File: src/rtl/bit_expand_compress_pkg.sv
// Shared definitions for the bit expand/compress datapath.
// Contents:
//   MODE_EXPAND / MODE_COMPRESS - operation select values for the mode port
//   state_e                     - sequencer states IDLE, RUN, FINISH
//   clog2                       - ceiling log2, used to size counters and indices
package bit_expand_pkg;

  localparam logic MODE_EXPAND   = 1'b0;
  localparam logic MODE_COMPRESS = 1'b1;

  typedef enum logic [1:0] {
    IDLE,
    RUN,
    FINISH
  } state_e;

  // Smallest r with 2**r >= value; 0 for value <= 1.
  function automatic int clog2(input int value);
    int result;
    result = 0;
    for (int i = 0; i < 31; i++) begin
      if ((1 << i) < value) result = i + 1;
    end
    return result;
  endfunction

endpackage

File: src/rtl/bit_expand_lane.sv
// Combinational LANES-wide prefix counter for the expand/compress datapath.
// Each lane is one index bit. Lane j is the j-th bit from the top, so it sits
// at lane_bits_i[LANES-1-j].
// Ports:
//   lane_bits_i - index bits taken this cycle, top lane in the MSB
//   count_i     - ones seen before this cycle (saturated)
//   pos_o[j]    - short-vector bit position for lane j (N_SHORT-1-(c+s_j))
//   sel_o[j]    - lane j is a one that still fits inside the short vector
//   count_o     - updated ones count, saturated at N_SHORT+1
module bit_expand_lane
  import bit_expand_pkg::*;
#(
  parameter int N_SHORT = 256,
  parameter int LANES   = 1,
  parameter int CW      = 9,
  parameter int PW      = 8
) (
  input  logic [LANES-1:0]         lane_bits_i,
  input  logic [CW-1:0]            count_i,
  output logic [LANES-1:0][PW-1:0] pos_o,
  output logic [LANES-1:0]         sel_o,
  output logic [CW-1:0]            count_o
);

  // Headroom so that c + LANES never wraps before it is saturated.
  localparam int AW = CW + clog2(LANES + 1) + 1;
  localparam logic [AW-1:0] SHORT_A = AW'(N_SHORT);
  localparam logic [AW-1:0] SAT_A   = AW'(N_SHORT + 1);

  logic [AW-1:0] acc;

  // Walk the lanes from the top, handing each one-bit the next free slot.
  always_comb begin
    acc   = AW'(count_i);
    pos_o = '0;
    sel_o = '0;
    for (int j = 0; j < LANES; j++) begin
      if (lane_bits_i[LANES-1-j]) begin
        if (acc < SHORT_A) begin
          sel_o[j] = 1'b1;
          pos_o[j] = PW'(SHORT_A - AW'(1) - acc);
        end
        acc = acc + AW'(1);
      end
    end
    count_o = (acc > SAT_A) ? CW'(SAT_A) : CW'(acc);
  end

endmodule

File: src/rtl/bit_expand_compress.sv
// Scatter/gather engine between an N_SHORT-bit short vector and an N_LONG-bit
// long vector, steered by an N_LONG-bit index mask (MSB first, LANES bits per
// cycle).
// Ports:
//   clk, resetn              - clock, asynchronous active-low reset
//   load_chunk, chunk_in     - load the next CHUNK_W slice of the short buffer
//   index_valid, index       - latch a new selection mask
//   mode, long_in, start     - start an expand (0) or compress (1) operation
//   busy, done               - sequencing status; done is sticky
//   expanded_out             - expand result
//   compressed_out           - compress result
//   weight_err               - mask weight differs from N_SHORT
module bit_expand_compress
  import bit_expand_pkg::*;
#(
  parameter int N_LONG  = 450,
  parameter int N_SHORT = 256,
  parameter int CHUNK_W = 128,
  parameter int LANES   = 1
) (
  input  logic               clk,
  input  logic               resetn,
  input  logic               load_chunk,
  input  logic [CHUNK_W-1:0] chunk_in,
  input  logic               index_valid,
  input  logic [N_LONG-1:0]  index,
  input  logic               mode,
  input  logic [N_LONG-1:0]  long_in,
  input  logic               start,
  output logic               busy,
  output logic               done,
  output logic [N_LONG-1:0]  expanded_out,
  output logic [N_SHORT-1:0] compressed_out,
  output logic               weight_err
);

  localparam int NCH  = N_SHORT / CHUNK_W;
  localparam int PTRW = (NCH > 1) ? clog2(NCH) : 1;
  localparam int NCYC = N_LONG / LANES;
  localparam int CYW  = (NCYC > 1) ? clog2(NCYC) : 1;
  localparam int CW   = clog2(N_SHORT + 2);
  localparam int PW   = (N_SHORT > 1) ? clog2(N_SHORT) : 1;
  localparam logic [CW-1:0]   SHORT_C  = CW'(N_SHORT);
  localparam logic [CYW-1:0]  LAST_CYC = CYW'(NCYC - 1);
  localparam logic [PTRW-1:0] LAST_PTR = PTRW'(NCH - 1);

  state_e               state_q, state_d;
  logic [N_SHORT-1:0]   shortBuf_q;
  logic [PTRW-1:0]      chunkPtr_q;
  logic [N_LONG-1:0]    index_q;
  logic [N_LONG-1:0]    workIdx_q;
  logic [N_LONG-1:0]    workLong_q;
  logic                 mode_q;
  logic [CW-1:0]        onesCnt_q;
  logic [CYW-1:0]       cycCnt_q;
  logic                 done_q;
  logic                 weightErr_q;
  logic [N_LONG-1:0]    expanded_q;
  logic [N_SHORT-1:0]   compressed_q;

  logic                   startAccept;
  logic [LANES-1:0]       laneBits;
  logic [LANES-1:0][PW-1:0] lanePos;
  logic [LANES-1:0]       laneSel;
  logic [CW-1:0]          laneCount;
  logic [LANES-1:0]       expandBits;
  logic [N_SHORT-1:0]     compressedNext;

  // index_valid takes priority over a simultaneous start.
  assign startAccept = start && !index_valid;
  assign laneBits    = workIdx_q[N_LONG-1 -: LANES];

  bit_expand_lane #(
    .N_SHORT(N_SHORT),
    .LANES  (LANES),
    .CW     (CW),
    .PW     (PW)
  ) u_lane (
    .lane_bits_i(laneBits),
    .count_i    (onesCnt_q),
    .pos_o      (lanePos),
    .sel_o      (laneSel),
    .count_o    (laneCount)
  );

  // Per-lane expand bits (top lane lands in the MSB) and compress scatter.
  always_comb begin
    expandBits     = '0;
    compressedNext = compressed_q;
    for (int j = 0; j < LANES; j++) begin
      if (laneSel[j]) begin
        expandBits[LANES-1-j]   = shortBuf_q[lanePos[j]];
        compressedNext[lanePos[j]] = workLong_q[N_LONG-1-j];
      end
    end
  end

  always_ff @(posedge clk or negedge resetn) begin
    if (!resetn) state_q <= IDLE;
    else         state_q <= state_d;
  end

  always_comb begin
    state_d = state_q;
    case (state_q)
      IDLE:    if (startAccept) state_d = RUN;
      RUN:     if (cycCnt_q == LAST_CYC) state_d = FINISH;
      FINISH:  state_d = IDLE;
      default: state_d = IDLE;
    endcase
  end

  // Datapath: buffer loading and mask latch happen only while idle.
  always_ff @(posedge clk or negedge resetn) begin
    if (!resetn) begin
      shortBuf_q   <= '0;
      chunkPtr_q   <= '0;
      index_q      <= '0;
      workIdx_q    <= '0;
      workLong_q   <= '0;
      mode_q       <= MODE_EXPAND;
      onesCnt_q    <= '0;
      cycCnt_q     <= '0;
      done_q       <= 1'b0;
      weightErr_q  <= 1'b0;
      expanded_q   <= '0;
      compressed_q <= '0;
    end else begin
      case (state_q)
        IDLE: begin
          if (load_chunk) begin
            for (int k = 0; k < NCH; k++) begin
              if (chunkPtr_q == PTRW'(k)) shortBuf_q[N_SHORT-1-k*CHUNK_W -: CHUNK_W] <= chunk_in;
            end
            chunkPtr_q <= (chunkPtr_q == LAST_PTR) ? '0 : chunkPtr_q + PTRW'(1);
          end
          if (index_valid) begin
            index_q     <= index;
            done_q      <= 1'b0;
            weightErr_q <= 1'b0;
            chunkPtr_q  <= '0;
          end else if (start) begin
            workIdx_q   <= index_q;
            workLong_q  <= long_in;
            mode_q      <= mode;
            onesCnt_q   <= '0;
            cycCnt_q    <= '0;
            done_q      <= 1'b0;
            weightErr_q <= 1'b0;
            if (mode == MODE_EXPAND) expanded_q <= '0;
            else                     compressed_q <= '0;
          end
        end
        RUN: begin
          workIdx_q  <= workIdx_q << LANES;
          workLong_q <= workLong_q << LANES;
          onesCnt_q  <= laneCount;
          cycCnt_q   <= cycCnt_q + CYW'(1);
          if (mode_q == MODE_EXPAND) expanded_q <= {expanded_q[N_LONG-LANES-1:0], expandBits};
          else                       compressed_q <= compressedNext;
          // Overweight is known as soon as the count saturates.
          if (laneCount > SHORT_C) weightErr_q <= 1'b1;
        end
        FINISH: begin
          done_q      <= 1'b1;
          weightErr_q <= (onesCnt_q != SHORT_C);
        end
        default: ;
      endcase
    end
  end

  assign busy           = (state_q != IDLE);
  assign done           = done_q;
  assign expanded_out   = expanded_q;
  assign compressed_out = compressed_q;
  assign weight_err     = weightErr_q;

endmodule

File: config.mk
export PLATFORM = sky130hd
export DESIGN_NAME = bit_expand_compress
export DESIGN_NICKNAME = d
export VERILOG_FILES = /design/src/rtl/bit_expand_compress_pkg.sv /design/src/rtl/bit_expand_lane.sv /design/src/rtl/bit_expand_compress.sv
export SDC_FILE = /design/constraint.sdc
export NUM_CORES = 2
export LEC_CHECK = 0
export CORE_AREA = 4 4 677 679
export DETAILED_ROUTE_END_ITERATION = 16
export DIE_AREA = 0 0 681 683
export DONT_BUFFER_PORTS = 1
export PLACE_DENSITY_LB_ADDON = 0.05
export SYNTH_ARGS = -nofsm -noshare
export SYNTH_HDL_FRONTEND = slang
export SYNTH_SLANG_ARGS = --single-unit
File: constraint.sdc
create_clock -name clk -period 3.44 [get_ports clk]
set_clock_uncertainty 0.2 [all_clocks]
set_input_delay 0.86 -clock clk [delete_from_list [all_inputs] [get_ports clk]]
set_output_delay 0.86 -clock clk [all_outputs]
set_load 0.02 [all_outputs]
==> Flow_metrics.wiki <==
{| class="wikitable"
! Metric !! Value
|-
| Result of the run || finished, final reports clean
|-
| Maximum number of pins on one net before global-route repair || 210
|-
| Cell Area, Synth || roughly 96000 sq um
|-
| Clock buffer count from CTS || 306
|-
| Die area || 465000 sq um
|-
| Count of flip-flops with a built-in enable after synthesis || 0
|-
| Wire length of the first global-routing pass || between 500000 and 600000 microns
|-
| Async SR Flop Fraction || 1.00
|-
| Final weighted congestion in routability-driven placement || ~0.8
|-
| Classification of the worst-slack hold path || input pin to async pin
|-
| Family with the most delay on the worst path || compound AO/OA/AOI/OAI gates
|-
| Combinational power share || 0.287
|-
| Worst reg2reg path startpoint || onesCnt_q[8]
|-
| Measured slew at the worst slew-check pin || between 1 and 1.5 ns
|-
| Filler cells || between 40000 and 50000
|-
| Proportion of layout cells with a drive suffix above 1 || 0.167
|-
| Total nets after synthesis || about 9000
|-
| Via-to-Cell Ratio || around 4.7
|-
| Critical path's largest stage delay || ~0.55 ns
|-
| Number of cell rows || 247
|-
| Most frequent cell after synthesis || sky130_fd_sc_hd__dfrtp_1
|-
| Number of nets at the end of the flow || 9747
|-
| Setup repair after global routing missed its margin || false
|-
| Global routing usage summed across all routing layers || 0.169
|-
| Sequential cell fraction of total power || 0.406
|-
| Total count of max-transition violations in the final report || 0
|-
| Setup violations, final || 0
|-
| DP HPWL || roughly 300000 microns
|-
| Endpoint required time on the critical path || 3.97 ns
|-
| Post-synth top area share || 0.608
|-
| Internal Dissipation || a little under 70000 uW
|-
| Slew margin rel. || 0.190
|-
| Area overhead of the layout relative to synthesis || 30.3%
|-
| Ports || between 1500 and 2000
|-
| Clock Tree Root || sky130_fd_sc_hd__clkbuf_16
|-
| Sw frac || 0.346
|-
| H-tree depth reported by CTS || 5
|-
| PwrDens || 829 nW/um^2
|-
| Highest ir drop seen on vdd || 0.569 mV
|-
| Worst Hold Slack || 0.0643 ns
|-
| Worst path cell trace || buf_12 -> and4bb_1 -> buf_4 -> o21a_1 -> o21ai_0 -> a41oi_1 -> a22oi_1 -> nand4_1 -> o21ai_1
|-
| Power Total || approximately 100000 uW
|-
| LEAKAGE || about 0.056 uW
|-
| Data arrival at the endpoint of the critical path || roughly 3.8 ns
|-
| Clock power frac || 0.307
|-
| Number of DRC violations after detailed-routing iteration 0 || about 6000
|-
| Maximum net fanout on the critical path || 17
|-
| Kind of end point of the critical path || register
|-
| Multi-input gate area in the final layout || between 30000 and 40000 sq um
|-
| Number of buffer and inverter stages on the critical path || 2
|-
| WL/cell || about 28 microns
|-
| Area of the core region || ~450000 sq um
|-
| Remaining Overflow, GRT || 0
|-
| Share of the clock period used by the worst path after layout || 0.954
|-
| Sequential fraction of the synthesis area || 0.608
|-
| Worst setup path startpoint || onesCnt_q[8]
|-
| Starting density of the core || 0.213
|-
| Count of input and output buffers || 0
|-
| Vertical die dimension || 683 microns
|-
| Number of clock sinks seen by CTS || between 2000 and 2500
|-
| Register clock-pin slew on the reported worst setup and hold paths || approximately 0.060 ns
|-
| Net Switching || ~36000 uW
|-
| Clock buffer depth || 4
|-
| Flip-flop and latch count after synthesis || ~2300
|-
| Final number of hold-violating endpoints || 0
|-
| TritonCTS clock tree || done
|-
| Minimum period implied by the final worst setup slack || around 3.3 ns
|-
| Startpoint kind of the worst setup timing path || register
|-
| Synthesized instance count || slightly below 8000
|-
| Number of detailed-route iterations in the first pass || 10
|-
| Die Span X || ~700 microns
|-
| Total wire length || approximately 420000 microns
|-
| Initial antenna violation count || 367
|-
| Antenna-violating nets left || 0
|-
| Number of maximum-capacitance violations || 0
|-
| Commonest cells post-synth || 2336 x sky130_fd_sc_hd__dfrtp_1, 999 x sky130_fd_sc_hd__o21ai_0, 718 x sky130_fd_sc_hd__mux2_2
|-
| Worst Setup Path Type || register to register
|-
| Via count of the first global-routing pass || approximately 71000
|-
| Prevailing post-synth register cell || sky130_fd_sc_hd__dfrtp_1
|-
| Crit-path slowest cell || sky130_fd_sc_hd__a41oi_1
|-
| Combined flip-flop and latch cell area || slightly below 60000 sq um
|-
| Clk Latency, worst-skew pair || 0.91 ns
|-
| Mean instance size in the synthesized netlist || ~12 sq um
|-
| Number of remaining DRC errors || 0
|-
| Non-Filler Instances || 15000
|-
| Timing-limited maximum frequency || between 300 and 400 MHz
|-
| Synth top area cells || sky130_fd_sc_hd__dfrtp_1 61%, sky130_fd_sc_hd__mux2_2 8.4%, sky130_fd_sc_hd__a22o_1 6.4%
|-
| Vias after detailed routing || around 70000
|-
| Sum Neg Setup Slack || 0 ns
|-
| Top cell type by total area after synthesis || sky130_fd_sc_hd__dfrtp_1
|-
| Number of unique standard cell types used by synthesis || 77
|-
| Dpl cells || about 13000
|-
| Number of synthesis warnings || 0
|}
==> final timing paths <==
check	slack [ns]	depth (start not counted)	to
hold reg to reg	0.28	2	workLong_q[147]
max in group asynchronous	0.93	6	workIdx_q[191]
setup / recovery	0.16	9	expanded_out[0]
setup reg to reg	0.16	9	expanded_out[0]
min in group clk	0.10	2	workLong_q[411]
hold / removal	0.06	3	shortBuf_q[188]
==> power by group through the flow <==
stage	clock network (uW)	registers [uW]	logic, uW
floorplan	0	40200	20400
global placement	0	42600	28400
detailed placement	0	42700	28800
CTS	33200	42300	30300
global route	34200	43300	33100
finish	31900	42300	29800
==> kinds of logic (layout without fill, tap and decap cells) <==
group                    after synthesis  after routing  synth area share
other                                  0            141                 0
buffers and inverters               1152           2313            0.0461
AO/OA/AOI/OAI                       2339           2339             0.177
adder cells (fa/ha/maj)                8              8           0.00104
multiplexers                        1216           1216             0.136
XOR/XNOR                               8              8          0.000728
flip-flops                          2336           2336             0.608
AND/OR/NAND/NOR                      710            710            0.0315
==> state kept, by name, indices dropped and copies added, names as in the netlist, 2 cells and up <==
signal	cells
workLong_q	450
onesCnt_q	9
compressed_out	256
workIdx_q	450
state_q	2
shortBuf_q	256
index_q	450
expanded_out	450
cycCnt_q	9
==> routing by layer <==
metal	vias to the layer above	GRT usage	wire [microns]
met5	-	0	998
met4	168	0.0543	14200
met3	904	0.0567	34000
met2	2475	0.283	200000
met1	35600	0.204	166000
li1	30900	-	-
==> worst register-to-register path: cells and delay by family (launching register included) <==
| family | cells | cell delay, ns |
|---|---|---|
| and+or+nand+nor | 2 | 0.73 |
| buffers and inverters | 2 | 0.47 |
| AOI/OAI and AO/OA | 5 | 1.22 |
| DFF | 1 | 0.50 |
==> area by class of cell <==
cell class                      count  area share
Multi-Input combinational cell   4281       0.267
Clock buffer                      459      0.0722
Tap cell                         5976      0.0596
Clock inverter                     74     0.00694
Sequential cell                  2336       0.466
Timing Repair Buffer             1310       0.111
Inverter                          470      0.0141
Antenna cell                      141     0.00281
==> timing repair <==
action                                  in CTS  in global routing
resized for setup                            0                  5
endpoints found under the setup margin    1006                399
setup buffers                                0                  4
endpoints found under the hold margin     1567                395
hold buffers                              1022                 22
gates cloned                                 7                  2
==> through the flow <==
stage	utilization	area (sq um)	worst slack (ns)
6_report	0.278	125000	0.159
3_5_place_dp	0.231	104000	-2.82
4_1_cts	0.276	125000	0.0497
3_3_place_gp	0.231	104000	-2.71
5_1_grt	0.277	125000	0.0157
2_1_floorplan	-	96200	0.631
==> layout by cell type, fill, tap and decap left out, types with 9 or more instances in the layout <==
cell and instances:
sky130_fd_sc_hd__a22o_1 708, sky130_fd_sc_hd__o22ai_1 17, sky130_fd_sc_hd__clkbuf_16 312, sky130_fd_sc_hd__clkbuf_8 74, sky130_fd_sc_hd__nand2_1 514, sky130_fd_sc_hd__o2bb2ai_1 9
sky130_fd_sc_hd__o221ai_1 9, sky130_fd_sc_hd__nor2_1 57, sky130_fd_sc_hd__inv_1 468, sky130_fd_sc_hd__buf_16 19, sky130_fd_sc_hd__clkbuf_1 75, sky130_fd_sc_hd__a221oi_1 13
sky130_fd_sc_hd__o21ai_1 25, sky130_fd_sc_hd__dlygate4sd3_1 1033, sky130_fd_sc_hd__diode_2 141, sky130_fd_sc_hd__mux2_2 718, sky130_fd_sc_hd__a222oi_1 448, sky130_fd_sc_hd__nand2b_1 15
sky130_fd_sc_hd__dfrtp_1 2334, sky130_fd_sc_hd__a21oi_1 33, sky130_fd_sc_hd__mux2i_1 493, sky130_fd_sc_hd__nand3_1 19, sky130_fd_sc_hd__buf_12 75, sky130_fd_sc_hd__buf_4 174
sky130_fd_sc_hd__o21ai_0 999, sky130_fd_sc_hd__nor3_1 30, sky130_fd_sc_hd__clkinv_2 43
No activity file was read; power rests on OpenSTA's default activity.
